$ cat src/rtl/secded_codec.sv
// SEC-DED (extended Hamming) encode and check channels with saturating error counters.
// Latency 1 cycle per channel; in_ready = !out_valid || out_ready, output held while stalled.
module secded_codec #(
    parameter int DATA_W = 11,
    parameter int CNT_W  = 8,
    localparam int R     = $clog2(DATA_W + $clog2(DATA_W + 1) + 1),
    localparam int PAR_W = R + 1
) (
    input  logic              clk,
    input  logic              rstN,
    input  logic              enc_in_valid,
    output logic              enc_in_ready,
    input  logic [DATA_W-1:0] enc_in_data,
    output logic              enc_out_valid,
    input  logic              enc_out_ready,
    output logic [DATA_W-1:0] enc_out_data,
    output logic [PAR_W-1:0]  enc_out_parity,
    input  logic              dec_in_valid,
    output logic              dec_in_ready,
    input  logic [DATA_W-1:0] dec_in_data,
    input  logic [PAR_W-1:0]  dec_in_parity,
    output logic              dec_out_valid,
    input  logic              dec_out_ready,
    output logic [DATA_W-1:0] dec_out_data,
    output logic              dec_out_corr,
    output logic              dec_out_uncorr,
    input  logic              clr_cnt,
    output logic [CNT_W-1:0]  corr_cnt,
    output logic [CNT_W-1:0]  uncorr_cnt
);

    localparam int N = DATA_W + R;

    // Data bits fill the non-power-of-two codeword positions 1..N in ascending order.
    function automatic logic [R-1:0] ham_bits(input logic [DATA_W-1:0] d);
        logic [R-1:0] h;
        int           j;
        h = '0;
        j = 0;
        for (int pos = 1; pos <= N; pos++) begin
            if ((pos & (pos - 1)) != 0) begin
                for (int i = 0; i < R; i++) begin
                    if (pos[i]) h[i] = h[i] ^ d[j];
                end
                j++;
            end
        end
        return h;
    endfunction

    function automatic logic [DATA_W-1:0] flip_mask(input logic [R-1:0] syn);
        logic [DATA_W-1:0] m;
        int                j;
        m = '0;
        j = 0;
        for (int pos = 1; pos <= N; pos++) begin
            if ((pos & (pos - 1)) != 0) begin
                if (int'(syn) == pos) m[j] = 1'b1;
                j++;
            end
        end
        return m;
    endfunction

    // Encode channel
    logic              enc_vld_q;
    logic [DATA_W-1:0] enc_dat_q;
    logic [PAR_W-1:0]  enc_par_q;
    logic [PAR_W-1:0]  enc_par_d;
    logic [R-1:0]      enc_ham;
    logic              enc_fire;

    assign enc_ham      = ham_bits(enc_in_data);
    assign enc_par_d    = {(^enc_in_data) ^ (^enc_ham), enc_ham};
    assign enc_in_ready = !enc_vld_q || enc_out_ready;
    assign enc_fire     = enc_in_valid && enc_in_ready;

    always_ff @(posedge clk or negedge rstN) begin
        if (!rstN) begin
            enc_vld_q <= 1'b0;
            enc_dat_q <= '0;
            enc_par_q <= '0;
        end else begin
            if (enc_in_ready) enc_vld_q <= enc_in_valid;
            if (enc_fire) begin
                enc_dat_q <= enc_in_data;
                enc_par_q <= enc_par_d;
            end
        end
    end

    // Check channel
    logic              dec_vld_q;
    logic [DATA_W-1:0] dec_dat_q;
    logic              dec_corr_q;
    logic              dec_uncorr_q;
    logic [DATA_W-1:0] dec_dat_d;
    logic              dec_corr_d;
    logic              dec_uncorr_d;
    logic [R-1:0]      syn;
    logic              par_odd;
    logic              syn_pow2;
    logic              syn_in;
    logic              dec_fire;

    assign syn      = ham_bits(dec_in_data) ^ dec_in_parity[R-1:0];
    assign par_odd  = (^dec_in_data) ^ (^dec_in_parity);
    assign syn_pow2 = ((syn & (syn - R'(1))) == '0);
    assign syn_in   = (int'(syn) <= N);

    // Only an odd overall parity with a syndrome inside the codeword is a single error.
    assign dec_corr_d   = par_odd && (syn_pow2 || syn_in);
    assign dec_uncorr_d = (syn != '0) && !dec_corr_d;
    assign dec_dat_d    = dec_corr_d ? (dec_in_data ^ flip_mask(syn)) : dec_in_data;

    assign dec_in_ready = !dec_vld_q || dec_out_ready;
    assign dec_fire     = dec_in_valid && dec_in_ready;

    always_ff @(posedge clk or negedge rstN) begin
        if (!rstN) begin
            dec_vld_q    <= 1'b0;
            dec_dat_q    <= '0;
            dec_corr_q   <= 1'b0;
            dec_uncorr_q <= 1'b0;
        end else begin
            if (dec_in_ready) dec_vld_q <= dec_in_valid;
            if (dec_fire) begin
                dec_dat_q    <= dec_dat_d;
                dec_corr_q   <= dec_corr_d;
                dec_uncorr_q <= dec_uncorr_d;
            end
        end
    end

    // Error counters: clear wins over a same-cycle increment; saturate at all-ones.
    logic [CNT_W-1:0] corr_cnt_q;
    logic [CNT_W-1:0] corr_cnt_d;
    logic [CNT_W-1:0] uncorr_cnt_q;
    logic [CNT_W-1:0] uncorr_cnt_d;

    always_comb begin
        corr_cnt_d   = corr_cnt_q;
        uncorr_cnt_d = uncorr_cnt_q;
        if (clr_cnt) begin
            corr_cnt_d   = '0;
            uncorr_cnt_d = '0;
        end else if (dec_fire) begin
            if (dec_corr_d && (corr_cnt_q != '1))     corr_cnt_d   = corr_cnt_q + CNT_W'(1);
            if (dec_uncorr_d && (uncorr_cnt_q != '1)) uncorr_cnt_d = uncorr_cnt_q + CNT_W'(1);
        end
    end

    always_ff @(posedge clk or negedge rstN) begin
        if (!rstN) begin
            corr_cnt_q   <= '0;
            uncorr_cnt_q <= '0;
        end else begin
            corr_cnt_q   <= corr_cnt_d;
            uncorr_cnt_q <= uncorr_cnt_d;
        end
    end

    assign enc_out_valid  = enc_vld_q;
    assign enc_out_data   = enc_dat_q;
    assign enc_out_parity = enc_par_q;
    assign dec_out_valid  = dec_vld_q;
    assign dec_out_data   = dec_dat_q;
    assign dec_out_corr   = dec_corr_q;
    assign dec_out_uncorr = dec_uncorr_q;
    assign corr_cnt       = corr_cnt_q;
    assign uncorr_cnt     = uncorr_cnt_q;

endmodule

$ cat config.mk
export PLATFORM = sky130hd
export DESIGN_NAME = secded_codec
export DESIGN_NICKNAME = d
export VERILOG_FILES = /design/src/rtl/secded_codec.sv
export SDC_FILE = /design/constraint.sdc
export NUM_CORES = 1
export LEC_CHECK = 0
export BUFFER_PORTS_ARGS = -buffer_cell sky130_fd_sc_hd__buf_2
export CORE_UTILIZATION = 49
export CTS_BUF_LIST = sky130_fd_sc_hd__clkbuf_4 sky130_fd_sc_hd__clkbuf_8
export DETAILED_ROUTE_END_ITERATION = 10
export GPL_TIMING_DRIVEN = 0
export PLACE_DENSITY = 0.79
export SYNTH_ARGS = -nofsm -noshare
export SYNTH_HDL_FRONTEND = slang
export SYNTH_SLANG_ARGS = --single-unit
$ cat constraint.sdc
create_clock -name clk -period 2.05 [get_ports clk]
set_clock_uncertainty 0.15 [all_clocks]
set_input_delay 0.205 -clock clk [delete_from_list [all_inputs] [get_ports clk]]
set_output_delay 0.205 -clock clk [all_outputs]
set_load 0.01 [all_outputs]
## Yosys cells after proc, flatten, opt, wreduce, memory -nomap -nowiden

Cells that the tools add are included.

- Equality and inequality tests: 13
- Multiplexer cells: 18
- Bitwise logic cells: 52
- Reductions and logical operators: 20
- Add/subtract/negate cells: 2

Operators with widths:

| operator | number |
|---|---|
| $mux 8 | 7 |
| $xor 1x1->1 | 50 |
| $eq 4x4->1 const B | 6 |
| $mux 11 | 2 |
| $reduce_xor 11->1 | 2 |
| $add 8x1->8 const B | 2 |
| $ne 8x8->1 const B | 2 |
| $eq 4x3->1 const B | 3 |
| $xor 11x11->11 | 1 |
| $mux 10 | 1 |
| $mux 9 | 1 |
| $mux 7 | 1 |
| $mux 6 | 1 |
| $reduce_bool 2->1 | 3 |
| $logic_and 1x1->1 | 5 |
| $mux 5 | 1 |
| $reduce_xor 5->1 | 1 |
| $eq 4x1->1 const B | 1 |
| $eq 4x2->1 const B | 1 |
| $mux 4 | 1 |
| $reduce_and 2->1 | 2 |
| $reduce_bool 4->1 | 1 |
| $reduce_xor 4->1 | 1 |
| $xor 4x4->4 | 1 |
| other kinds (5) | 8 |

- Flip-flop bits (word level): 47
- Word-level logic and storage cells: 114
- Output and inout port bits: 49
- Input port bits: 34

## Longest topological paths before layout

- Depth in word-level cells: 21
- Depth in mapped cells: 8
- Depth with buffers taken out: 6

## Worst setup path after synthesis

OpenSTA, ideal clock, no wires.

- Kind: input to register
- Start: input port dec_in_data[2]
- End: register uncorr_cnt_q[4], in the netlist uncorr_cnt[4]
- Buffers on the path: 1
- Cell stages on the path: 7
- Data arrival time: 2.049 ns
- Data required time: 1.775 ns
- Library setup time: 0.125 ns
- Slack: -0.273 ns
- Cell sequence: xor3_2 xnor3_1 xnor3_1 nand2_1 buf_2 nor3_1 mux2_2

- Longest elaborated chain between the ends: 12
- Elaborated cells between the ends (all ways): 21
- Those cells by class: bitwise: 14; reduce/logical: 7

RTL lines:

| element | line | RTL |
|---|---|---|
| start: declaration | 20 | `input logic [DATA_W-1:0] dec_in_data,` |
| $xor 1x1->1 (6 in a row) | 43 | `if (pos[i]) h[i] = h[i] ^ d[j];` |
| $xor 4x4->4 | 106 | `assign syn = ham_bits(dec_in_data) ^ dec_in_parity[R-1:0];` |
| $reduce_bool 4->1 | 113 | `assign dec_uncorr_d = (syn != '0) && !dec_corr_d;` |
| $logic_and 1x1->1 (*) | 113 |  |
| $logic_and 1x1->1 (*) | 149 | `if (dec_uncorr_d && (uncorr_cnt_q != '1)) uncorr_cnt_d = uncorr_cnt_q + CNT_W'(1);` |
| $reduce_bool 2->1 (no source line) (*) | - |  |
| $reduce_and 2->1 (no source line) (*) | - |  |
| end signal: assignment | 159 | `uncorr_cnt_q <= uncorr_cnt_d;` |
| end: declaration | 138 | `logic [CNT_W-1:0] uncorr_cnt_q;` |

Mark *: on every way between the ends. The rest lies on a longest branch, timed or not.
A chain may end at the register's enable or synchronous reset.

## Worst setup path after layout

- Start: input port dec_in_parity[1]
- End: register dec_dat_q[2], in the netlist dec_out_data[2]

- Longest elaborated chain between the ends: 13
- Elaborated cells between the ends (all ways): 15
- Those cells by class: eq/ne: 1; mux: 10; bitwise: 3; reduce/logical: 1

RTL lines:

| element | line | RTL |
|---|---|---|
| start: declaration | 21 | `input logic [PAR_W-1:0] dec_in_parity,` |
| $xor 4x4->4 | 106 |  |
| $eq 4x4->1 | 58 | `if (int'(syn) == pos) m[j] = 1'b1;` |
| $mux 3 | 58 |  |
| $mux 4 | 58 |  |
| $mux 5 | 58 |  |
| $mux 6 | 58 |  |
| $mux 7 | 58 |  |
| $mux 8 | 58 |  |
| $mux 9 | 58 |  |
| $mux 10 | 58 |  |
| $mux 11 | 58 |  |
| $xor 11x11->11 | 114 | `assign dec_dat_d = dec_corr_d ? (dec_in_data ^ flip_mask(syn)) : dec_in_data;` |
| $mux 11 (*) | 114 |  |
| end signal: assignment | 128 | `dec_dat_q <= dec_dat_d;` |
| end: declaration | 94 | `logic [DATA_W-1:0] dec_dat_q;` |

Marked as above.

==> impl_metrics.toml <==
[job]
drv_cap = 0

[synthesis]
synthesis.area_um2 = 2928
synthCells = 282
yosysWarnings = 0
avgSynthCellArea_um2 = 10.38
syn-num-nets = 318
synth-edff-count = 0
ys_seq_area_frac = 0.4017
async_flop_share = 1.000
synth.top_cell.area_share = 0.4017
synth_area_leaders = "dfrtp_1 40%, xnor2_1 11%, mux2_2 5.0%"
synth_top_area_cell = "dfrtp_1"
yosysUniqueCellTypes = 41
synth_seq_cells = 47
synth_flop_cell = "dfrtp_1"

[timing]
tns_ps = -1803
drv_slew = 0
hold_viol_final = 0
max_slew_margin = 0.3112
setup_viol = 19
rsz0062_at_grt = "yes"
worst_slack_ps = -140.3
min_period_ps = 2190
fmax_mhz = 456.6
tightestPinTransition_ps = 1033
fin_crit_sh = 1.068

[final_layout]
layout-drive-gt1-share = 0.4797
num_antenna_cells = 0
synthToLayoutAreaGrowth_pct = 46.41
final_common_cell = "buf_2"
nNetsFinal = 429
final_cell_mix = "74 x buf_2, 47 x dfrtp_1, 26 x xnor2_1, 22 x nor2_1"

[routing]
avgRoutedWirePerCell_um = 16.77
wirelength_um = 7814
vias = 2622
drt-initial-drc-count = 101
avgViaCountPerCell = 5.627
routed-wl-met3_um = 440
drc = 0
dr.pass1.iters = 4
routed.top_layer = "met4"
wl_met2_um = 4010
drt-met1-wl_um = 3198
final_antenna_net_count = 0

[placed_design]
dp_hpwl_um = 4857
gp_congestion = 0.8340
io_buffers = 78

[worst_setup_path]
endpoint_kind = "flip-flop"
slowest_stage = "xor3_2"
cp_max_fo = 6
worstSetupPathType = "primary input to flip-flop"
critical_path.cell_chain = "buf_6 > xor3_2 > xor2_4 > nand4_1 > and3_4 > or4_1 > a31oi_1"
slowest_delay_ps = 590
critPathRequiredTime_ps = 2130
cp.arrival_ps = 2270
cp-start-kind = "primary input"

[status]
status = "finished, violations left"
violations = "negative setup slack"

[clock_network]
clk_pin_slew_ps = 100
cts-htree-levels = 2
cts_tree = "built"
cts_root_buf = "clkbuf_8"
cts_sinks = 47
cts_buffer_depth = 2
insertion_delay_ps = 310
cts_inserted_buffers = 5

[grt]
grt_pass1_wl_um = 11950
antenna_found_initial = 0
grt_pass1_vias = 2530
track_usage = 0.2463
overflow = 0
grt_start_max_net_pins = 48

[pwr]
p_leak_nw = 1.850
p_total_mw = 3.632
powerDensity_nw_per_um2 = 847.3
vdd_drop_max_v = 0.0004730

[die]
dieWidth_um = 79.30
io_pins = 83
rows = 27
fp.coreArea_um2 = 5642
die_area_um2 = 6288
initial_core_util = 0.5190
die_y_um = 79.30

[worst_hold_path]
hp-class = "primary input to flip-flop"
[state kept, by name, indices dropped and copies added, names as in the netlist]
register        flops
dec_out_data       11
enc_out_data       11
corr_cnt            8
uncorr_cnt          8
enc_out_parity      5
dec_out_corr        1
dec_out_uncorr      1
dec_out_valid       1
enc_out_valid       1
[where the power goes]
part	switching (mW)	total [mW]	internal, mW
Combinational	0.945	1.74	0.798
Clock	0.334	0.735	0.402
Sequential	0.0822	1.15	1.07
Total	1.36	3.63	2.27
[routing by layer]
metal | global-route usage | vias to the layer above
met5 | 0 | -
met4 | 0.06364 | 0
met3 | 0.05517 | 22
met2 | 0.4319 | 104
met1 | 0.3052 | 1256
li1 | - | 1240
[cells by family (layout without fill, tap and decap cells)]
logic type,after synthesis,in the layout,synth area share
DFF,47,47,0.4017
adders and majority gates,2,2,0.008546
buffers and inverters,13,125,0.02393
AOI/OAI and AO/OA,50,50,0.1192
and+or+nand+nor,100,100,0.1812
muxes,13,13,0.05000
xor gates and xnor gates,57,57,0.2154
[through the flow]
step,std cells,cell area (um^2),hold slack (ps),setup WS [ps],util
floorplan,282,3004,-240.6,-215.8,-
global placement,432,3485,266.4,-512.9,0.6177
detailed placement,432,3485,273.5,-543.2,0.6177
CTS,460,4010,16.20,-93.99,0.7108
global route,466,4287,9.172,-191.9,0.7598
finish,466,4287,21.01,-140.3,0.7598
[Yosys cell counts, types with 2 or more instances]
library cell and n:
nor2b_1 2, and2_1 2, nand3_1 8, buf_2 2
o31ai_1 14, or3_1 4, dfrtp_1 47, and3_1 4
xor3_2 2, nand4_1 3, a21oi_1 7, xor2_2 3
o221a_2 2, xnor2_1 36, o21ai_1 2, xor2_1 10
nand2_1 20, mux2_2 13, xnor3_1 5, a221oi_1 2
ha_1 2, or4_1 13, o21ai_0 10, clkbuf_1 6
nor2_1 24, buf_6 2, nor3_1 5, nor4_1 4
nand2b_1 6, a31oi_1 11
[cell type report]
| cell class | instances | area (um^2) |
|---|---|---|
| inverters | 1 | 3.754 |
| multi-input cells | 222 | 2138 |
| well taps | 72 | 90.09 |
| fillers | 391 | 1355 |
| repair buffers | 105 | 680.7 |
| clock inverters | 2 | 38.79 |
| flip-flops and latches | 47 | 1176 |
| plain buffers | 11 | 76.32 |
| clock buffers | 6 | 82.58 |
[final timing paths]
kind | start | to | slack (ps) | cells after the start
hold / removal | enc_in_data[4] | enc_out_data[4]$_DFFE_PN0P_ | 20 | 2
min in group asynchronous | rstN | dec_out_data[4]$_DFFE_PN0P_ | 450 | 2
hold reg to reg | enc_out_parity[0]$_DFFE_PN0P_ | enc_out_parity[0]$_DFFE_PN0P_ | 330 | 2
max in group asynchronous | rstN | uncorr_cnt[0]$_DFFE_PN0P_ | 640 | 2
setup / recovery | dec_in_parity[1] | dec_out_data[2]$_DFFE_PN0P_ | -140 | 7
setup reg to reg | uncorr_cnt[0]$_DFFE_PN0P_ | uncorr_cnt[6]$_DFFE_PN0P_ | -60 | 7
[critical path: cells and delay by family]
kind                   cells  cell delay, ps
AO/OA/AOI/OAI              1             200
XOR/XNOR                   2             850
buffers and inverters      1              90
AND/OR/NAND/NOR            3             920
[timing repair]
item | 4_1_cts | 5_1_grt
gates cloned | 2 | 0
gates resized for setup | 48 | 36
buffers inserted | 15 | 8
hold buffers | 3 | 0
pin swaps | 20 | 26
setup endpoints to repair | 24 | 27
hold endpoints to repair | 49 | 0
Power figures use the tool's default switching activity.
